### config.mk
export PLATFORM = sky130hd
export DESIGN_NAME = i2s_capture_scheduler_flat
export DESIGN_NICKNAME = d
export VERILOG_FILES = /design/src/rtl/i2s_capture_scheduler_if.sv /design/src/rtl/i2s_capture_scheduler.sv /design/src/flat_wrapper.sv
export SDC_FILE = /design/constraint.sdc
export NUM_CORES = 1
export LEC_CHECK = 0
export ABC_AREA = 1
export CORE_ASPECT_RATIO = 0.7
export CORE_UTILIZATION = 45
export DETAILED_ROUTE_END_ITERATION = 12
export GPL_TIMING_DRIVEN = 0
export PLACE_DENSITY = 0.76
export SLEW_MARGIN = 0
export SYNTH_ARGS = -nofsm -noshare
export SYNTH_HDL_FRONTEND = slang
export SYNTH_SLANG_ARGS = --single-unit
### constraint.sdc
create_clock -name clk -period 2.3 [get_ports clk]
set_clock_uncertainty 0.15 [all_clocks]
set_input_delay 0.345 -clock clk [delete_from_list [all_inputs] [get_ports clk]]
set_output_delay 0.345 -clock clk [all_outputs]
set_load 0.01 [all_outputs]
### src/rtl/i2s_capture_scheduler_if.sv
// Bundle between the I2S capture scheduler, the bit-serial receiver and
// the downstream sample consumer.
interface i2s_capture_scheduler_if #(
    parameter int unsigned DATA_WIDTH = 32,
    parameter int unsigned CNT_WIDTH  = 16
);
    logic                  sck;
    logic                  ws;
    logic [DATA_WIDTH-1:0] rx_data_left;
    logic [DATA_WIDTH-1:0] rx_data_right;
    logic [DATA_WIDTH-1:0] sample_left;
    logic [DATA_WIDTH-1:0] sample_right;
    logic                  sample_valid;
    logic                  sample_ready;
    logic                  overflow;
    logic                  clear_overflow;
    logic [CNT_WIDTH-1:0]  frame_count;

    modport master (
        output sck, ws,
        output sample_left, sample_right, sample_valid,
        output overflow, frame_count,
        input  rx_data_left, rx_data_right,
        input  sample_ready, clear_overflow
    );

    modport slave (
        input  sck, ws,
        input  sample_left, sample_right, sample_valid,
        input  overflow, frame_count,
        output rx_data_left, rx_data_right,
        output sample_ready, clear_overflow
    );
endinterface

### src/rtl/i2s_capture_scheduler.sv
// Master-mode I2S clock generator and stereo capture sequencer: drives sck/ws,
// snapshots the receiver's words, and hands pairs downstream via valid/ready.
module i2s_capture_scheduler #(
    parameter int unsigned DATA_WIDTH       = 32,
    parameter int unsigned SCK_DIV          = 4,
    parameter int unsigned BITS_PER_CHANNEL = 32,
    parameter int unsigned CAPTURE_DELAY    = 2,
    parameter int unsigned CNT_WIDTH        = 16
) (
    input  logic                    clk,
    input  logic                    rst_n,
    input  logic                    enable,
    i2s_capture_scheduler_if.master bus
);
    localparam int unsigned DIV_W = (SCK_DIV > 1) ? $clog2(SCK_DIV) : 1;
    localparam int unsigned BIT_W = (BITS_PER_CHANNEL > 1) ? $clog2(BITS_PER_CHANNEL) : 1;
    localparam logic [DIV_W-1:0] DIV_LAST = DIV_W'(SCK_DIV - 1);
    localparam logic [BIT_W-1:0] BIT_LAST = BIT_W'(BITS_PER_CHANNEL - 1);
    localparam logic [BIT_W-1:0] CAP_LAST = BIT_W'(CAPTURE_DELAY - 1);

    typedef enum logic [1:0] {
        IDLE,
        RUN,
        STOP
    } state_t;

    state_t state, state_next;

    logic [DIV_W-1:0]      div_cnt;
    logic [BIT_W-1:0]      bit_cnt;
    logic [BIT_W-1:0]      cap_cnt;
    logic                  cap_armed;
    logic                  sck_q;
    logic                  ws_q;
    logic                  primed;
    logic [DATA_WIDTH-1:0] hold_left;
    logic [DATA_WIDTH-1:0] sample_left_q;
    logic [DATA_WIDTH-1:0] sample_right_q;
    logic                  sample_valid_q;
    logic                  overflow_q;
    logic [CNT_WIDTH-1:0]  frame_cnt_q;

    logic running;
    logic tick;
    logic sck_fall;
    logic ws_flip;
    logic cap_fire;
    logic cap_left;
    logic pair_done;
    logic deliver;
    logic accept;
    logic transfer;
    logic clocks_clear;

    always_comb begin
        running   = (state != IDLE);
        tick      = running && (div_cnt == DIV_LAST);
        sck_fall  = tick && sck_q;
        ws_flip   = sck_fall && (bit_cnt == BIT_LAST);
        cap_fire  = sck_fall && cap_armed && (cap_cnt == CAP_LAST);
        // ws is still the pre-edge value here: high means the left word just finished
        cap_left  = cap_fire && ws_q;
        pair_done = cap_fire && !ws_q;
        deliver   = pair_done && primed;
        accept    = !sample_valid_q || bus.sample_ready;
        transfer  = sample_valid_q && bus.sample_ready;
    end

    always_ff @(posedge clk or negedge rst_n) begin
        if (!rst_n) begin
            state <= IDLE;
        end else begin
            state <= state_next;
        end
    end

    always_comb begin
        state_next = state;
        case (state)
            IDLE: begin
                if (enable) begin
                    state_next = RUN;
                end
            end
            RUN: begin
                if (!enable) begin
                    state_next = STOP;
                end
            end
            STOP: begin
                if (enable) begin
                    state_next = RUN;
                end else if (pair_done) begin
                    state_next = IDLE;
                end
            end
            default: state_next = IDLE;
        endcase
    end

    assign clocks_clear = (state == IDLE) || (state_next == IDLE);

    always_ff @(posedge clk or negedge rst_n) begin
        if (!rst_n) begin
            div_cnt   <= '0;
            bit_cnt   <= '0;
            cap_cnt   <= '0;
            cap_armed <= 1'b0;
            sck_q     <= 1'b0;
            ws_q      <= 1'b0;
        end else if (clocks_clear) begin
            div_cnt   <= '0;
            bit_cnt   <= '0;
            cap_cnt   <= '0;
            cap_armed <= 1'b0;
            sck_q     <= 1'b0;
            ws_q      <= 1'b0;
        end else begin
            div_cnt <= tick ? '0 : div_cnt + DIV_W'(1);
            if (tick) begin
                sck_q <= ~sck_q;
            end
            if (sck_fall) begin
                if (bit_cnt == BIT_LAST) begin
                    bit_cnt <= '0;
                    ws_q    <= ~ws_q;
                end else begin
                    bit_cnt <= bit_cnt + BIT_W'(1);
                end
            end
            // Capture counter only runs once a ws edge has been seen in this run
            if (ws_flip) begin
                cap_armed <= 1'b1;
                cap_cnt   <= '0;
            end else if (cap_fire) begin
                cap_armed <= 1'b0;
            end else if (sck_fall && cap_armed) begin
                cap_cnt <= cap_cnt + BIT_W'(1);
            end
        end
    end

    always_ff @(posedge clk or negedge rst_n) begin
        if (!rst_n) begin
            primed         <= 1'b0;
            hold_left      <= '0;
            sample_left_q  <= '0;
            sample_right_q <= '0;
            sample_valid_q <= 1'b0;
            overflow_q     <= 1'b0;
            frame_cnt_q    <= '0;
        end else begin
            if (state == IDLE) begin
                primed <= 1'b0;
            end else if (pair_done) begin
                primed <= 1'b1;
            end
            if (cap_left) begin
                hold_left <= bus.rx_data_left;
            end
            if (deliver) begin
                frame_cnt_q <= frame_cnt_q + CNT_WIDTH'(1);
            end
            if (deliver && accept) begin
                sample_left_q  <= hold_left;
                sample_right_q <= bus.rx_data_right;
                sample_valid_q <= 1'b1;
            end else if (transfer) begin
                sample_valid_q <= 1'b0;
            end
            if (deliver && !accept) begin
                overflow_q <= 1'b1;
            end else if (bus.clear_overflow) begin
                overflow_q <= 1'b0;
            end
        end
    end

    assign bus.sck          = sck_q;
    assign bus.ws           = ws_q;
    assign bus.sample_left  = sample_left_q;
    assign bus.sample_right = sample_right_q;
    assign bus.sample_valid = sample_valid_q;
    assign bus.overflow     = overflow_q;
    assign bus.frame_count  = frame_cnt_q;
endmodule

### src/flat_wrapper.sv
// flat-port wrapper written by rule: the top's interface ports become plain ports
module i2s_capture_scheduler_flat 
#(
    parameter int unsigned DATA_WIDTH       = 32,
    parameter int unsigned SCK_DIV          = 4,
    parameter int unsigned BITS_PER_CHANNEL = 32,
    parameter int unsigned CAPTURE_DELAY    = 2,
    parameter int unsigned CNT_WIDTH        = 16
)
  (clk, rst_n, enable, bus_sck, bus_ws, bus_sample_left, bus_sample_right, bus_sample_valid, bus_overflow, bus_frame_count, bus_rx_data_left, bus_rx_data_right, bus_sample_ready, bus_clear_overflow);
  i2s_capture_scheduler_if #(.DATA_WIDTH(DATA_WIDTH), .CNT_WIDTH(CNT_WIDTH)) bus_i ();
  input  logic clk;
  input  logic rst_n;
  input  logic enable;
  output wire logic [$bits(bus_i.sck)-1:0] bus_sck;
  output wire logic [$bits(bus_i.ws)-1:0] bus_ws;
  output wire logic [$bits(bus_i.sample_left)-1:0] bus_sample_left;
  output wire logic [$bits(bus_i.sample_right)-1:0] bus_sample_right;
  output wire logic [$bits(bus_i.sample_valid)-1:0] bus_sample_valid;
  output wire logic [$bits(bus_i.overflow)-1:0] bus_overflow;
  output wire logic [$bits(bus_i.frame_count)-1:0] bus_frame_count;
  input wire logic [$bits(bus_i.rx_data_left)-1:0] bus_rx_data_left;
  input wire logic [$bits(bus_i.rx_data_right)-1:0] bus_rx_data_right;
  input wire logic [$bits(bus_i.sample_ready)-1:0] bus_sample_ready;
  input wire logic [$bits(bus_i.clear_overflow)-1:0] bus_clear_overflow;
  assign bus_sck = bus_i.sck;
  assign bus_ws = bus_i.ws;
  assign bus_sample_left = bus_i.sample_left;
  assign bus_sample_right = bus_i.sample_right;
  assign bus_sample_valid = bus_i.sample_valid;
  assign bus_overflow = bus_i.overflow;
  assign bus_frame_count = bus_i.frame_count;
  assign bus_i.rx_data_left = bus_rx_data_left;
  assign bus_i.rx_data_right = bus_rx_data_right;
  assign bus_i.sample_ready = bus_sample_ready;
  assign bus_i.clear_overflow = bus_clear_overflow;
  i2s_capture_scheduler #(.DATA_WIDTH(DATA_WIDTH), .SCK_DIV(SCK_DIV), .BITS_PER_CHANNEL(BITS_PER_CHANNEL), .CAPTURE_DELAY(CAPTURE_DELAY), .CNT_WIDTH(CNT_WIDTH)) u_core (.clk(clk), .rst_n(rst_n), .enable(enable), .bus(bus_i));
endmodule
==> impl_metrics.json <==
{
  "clock_sinks": 132,
  "tightest_slew_ps": 624,
  "placedCellCount": 900,
  "p_seq_share_pct": 41.5,
  "synth_xor_area_share_pct": 3.02,
  "p_clk_share_pct": 51.0,
  "pwr_density_cell_nw_per_um2": 747,
  "ant_nets": 0,
  "dr_total_vias": 4686,
  "ios": 153,
  "p_int_uw": 4680,
  "grt_max_degree": 103,
  "drt_drc_violations_left": 0,
  "switching_share_pct": 21.2,
  "viasPerCell": 5.02,
  "place.gp.congestion": 0.920,
  "multi_input_area_sq_um": 1880,
  "max_cap_violations": 0,
  "synth_area_leader_cell": "dfrtp_1",
  "worstPathArrival_ps": 2270,
  "async_flop_share_pct": 100,
  "fin_crit_ps": 2120,
  "dieArea_sq_um": 12700,
  "cts_buffers": 17,
  "path_max_fanout": 10,
  "critPathKind": "flip-flop to flip-flop",
  "io_buffers": 152,
  "synth-adder-area-share_pct": 1.36,
  "outcome": "complete, no violations",
  "cts_setup_buffers": 0,
  "cp_num_buf_inv": 2,
  "cts_root_buf": "clkbuf_16",
  "ys_seq_area_share_pct": 59.9,
  "synth_top_family_by_area": "simple AND/OR/NAND/NOR gates",
  "drt_iter0_drc": 356,
  "antenna_found_initial": 0,
  "hold_path.class": "input port to async pin",
  "ff_latch_area_sq_um": 3300,
  "end_kind": "flip-flop",
  "min_period_over_period_pct": 92.3,
  "synthesis.nets": 665,
  "synth_edf_count": 0,
  "cts_buffer_depth": 2,
  "setup_viol": 0,
  "synth.top_cell.area_share_pct": 59.9,
  "syn_area_per_cell_sq_um": 9.35,
  "yosys_warnings": 0,
  "rsz0062_at_grt": "no",
  "insertion_delay_ps": 410,
  "synthTopCellsByCount": "145 x nand2_1, 132 x dfrtp_1, 54 x nand3_1, 53 x inv_1, 47 x nor2_1",
  "fillers": 907,
  "finalHoldViolCount": 0,
  "antenna_cells": 0,
  "rrSetupSlack_ps": 180,
  "wl_met1_um": 6410,
  "synth-simple-area-share_pct": 22.0,
  "muxShareOfSynthArea_pct": 1.43,
  "max_stage_delay_ps": 410,
  "total_power_uw": 5940,
  "power_frac_comb_pct": 7.5,
  "layout.cells.non_filler": 933,
  "highest-signal-layer": "met4",
  "wl_met3_um": 1030,
  "wl_um": 14100,
  "met2_length_um": 6480,
  "drtPass1Iterations": 5,
  "grt_pass1_wl_um": 22400,
  "peakVddDrop_uv": 575,
  "grt_use_total_pct": 23.2,
  "synthFlopType": "dfrtp_1",
  "synth_cell_types": 28,
  "power_switching_uw": 1260,
  "reg2reg_from": "u_core.cap_cnt[1]",
  "synth-compound-area-share_pct": 6.17,
  "crit_path_cell_trace": "inv_1 > ha_1 > nand3_1 > nor2_4 > nand4_2 > nand2_1 > buf_2 > nor2_1 > nand3_1 > nand2_1",
  "gr-total-overflow": 0,
  "synthCells": 590,
  "critPathSlowestCell": "dfrtp_1",
  "worstPathRequired_ps": 2440,
  "initial_core_util_pct": 46.7,
  "h-tree-depth": 4,
  "ys_seq_elements": 132,
  "start_kind": "flip-flop",
  "rows": 33,
  "grt_pass1_vias": 4477,
  "area_growth_pct": 44.0,
  "clk_pin_slew_ps": 50,
  "cp_top_family": "simple AND/OR/NAND/NOR gates",
  "dieHeight_um": 94.7,
  "slew_headroom_pct": 58.3,
  "ys_top_cells_by_area": "dfrtp_1 60%, nand2_1 9.9%, nand3_1 4.9%",
  "drv_slew": 0,
  "synth.most_common_cell": "nand2_1",
  "routedWlPerCell_um": 15.1,
  "nets": 838,
  "die_w_um": 134,
  "leakagePower_uw": 0.00381,
  "syn_area_sq_um": 5520,
  "finalSetupTns_ps": 0,
  "fmax_mhz": 471,
  "drive_gt1_share_pct": 8.63,
  "cts_tree": "built",
  "critPathLaunch": "u_core.cap_cnt[1]",
  "dp_hpwl_um": 9900,
  "core_sq_um": 11800
}
[power groups by stage]
| stage | combinational, uW | sequential [uW] | clock, uW |
|---|---|---|---|
| after detailed placement | 432 | 2500 | 0 |
| after global routing | 501 | 2470 | 3180 |
| after floorplan | 208 | 2490 | 0 |
| after CTS | 454 | 2460 | 3070 |
| final | 447 | 2460 | 3030 |
| after global placement | 407 | 2500 | 0 |
[placed cells by master (no fill, tap or decap), drive strengths merged, types with 16 or more instances in the layout]
cell,instances
clkdlybuf4s50,151
nand2,150
dfrtp,132
inv,55
nand3,54
nor2,50
clkbuf,38
o21ai,33
a21oi,31
nand4,16
[through the flow]
step                hold WS [ps]  setup slack, ps  utilization (%)  cell area [sq um]
floorplan                   -101              514                -               5520
detailed placement          98.2              148             61.5               7270
global route                 244             14.6             67.3               7950
CTS                          229              116             67.3               7950
finish                       232              178             67.3               7950
global placement             280            -4280             61.3               7240
[area by class of cell]
cell class | count | area share [%]
clock inverter | 8 | 2.12
inverter | 55 | 2.60
sequential | 132 | 41.6
tap | 157 | 2.47
multi-input combinational | 376 | 23.6
buffer | 27 | 1.70
clock buffer | 24 | 6.31
timing repair buffer | 154 | 19.6
[cell families after synthesis]
group / Yosys count
simple gates: 277
flops: 132
buf+inv: 82
compound gates: 67
xor+xnor: 19
mux: 7
fa+ha+maj: 6
[sequential cells by signal, summed over array words and instances, names as in the netlist]
signal,flops
u_core.primed,1
u_core.bus.overflow,1
u_core.bit_cnt,5
u_core.bus.sample_valid,1
u_core.hold_left,32
u_core.cap_cnt,5
u_core.bus.ws,1
u_core.bus.sck,1
u_core.div_cnt,2
u_core.bus.sample_left,32
u_core.state,2
u_core.cap_armed,1
u_core.bus.frame_count,16
u_core.bus.sample_right,32
[final timing paths]
| path | endpoint | cells past startpoint |
|---|---|---|
| max | u_core.cap_cnt[1] | 10 |
| max in group asynchronous | u_core.bus.sample_right[7] | 3 |
| min | u_core.bit_cnt[2] | 2 |
| min reg2reg | u_core.div_cnt[0] | 1 |
| min in group clk | u_core.div_cnt[0] | 1 |
| max reg2reg | u_core.cap_cnt[1] | 10 |
[timing repair]
item / CTS / global route
hold endpoints to repair: 30 / 0
resized for setup: 0 / 4
setup endpoints to repair: 0 / 9
hold buffers: 1 / 0
[layer usage]
metal / global-route usage (%) / up-vias
li1: - / 2247
met1: 31.1 / 2254
met2: 36.4 / 171
met3: 7.14 / 14
met4: 7.12 / 0
met5: 0 / -
Note: power is estimated with default switching activity, not from simulation.
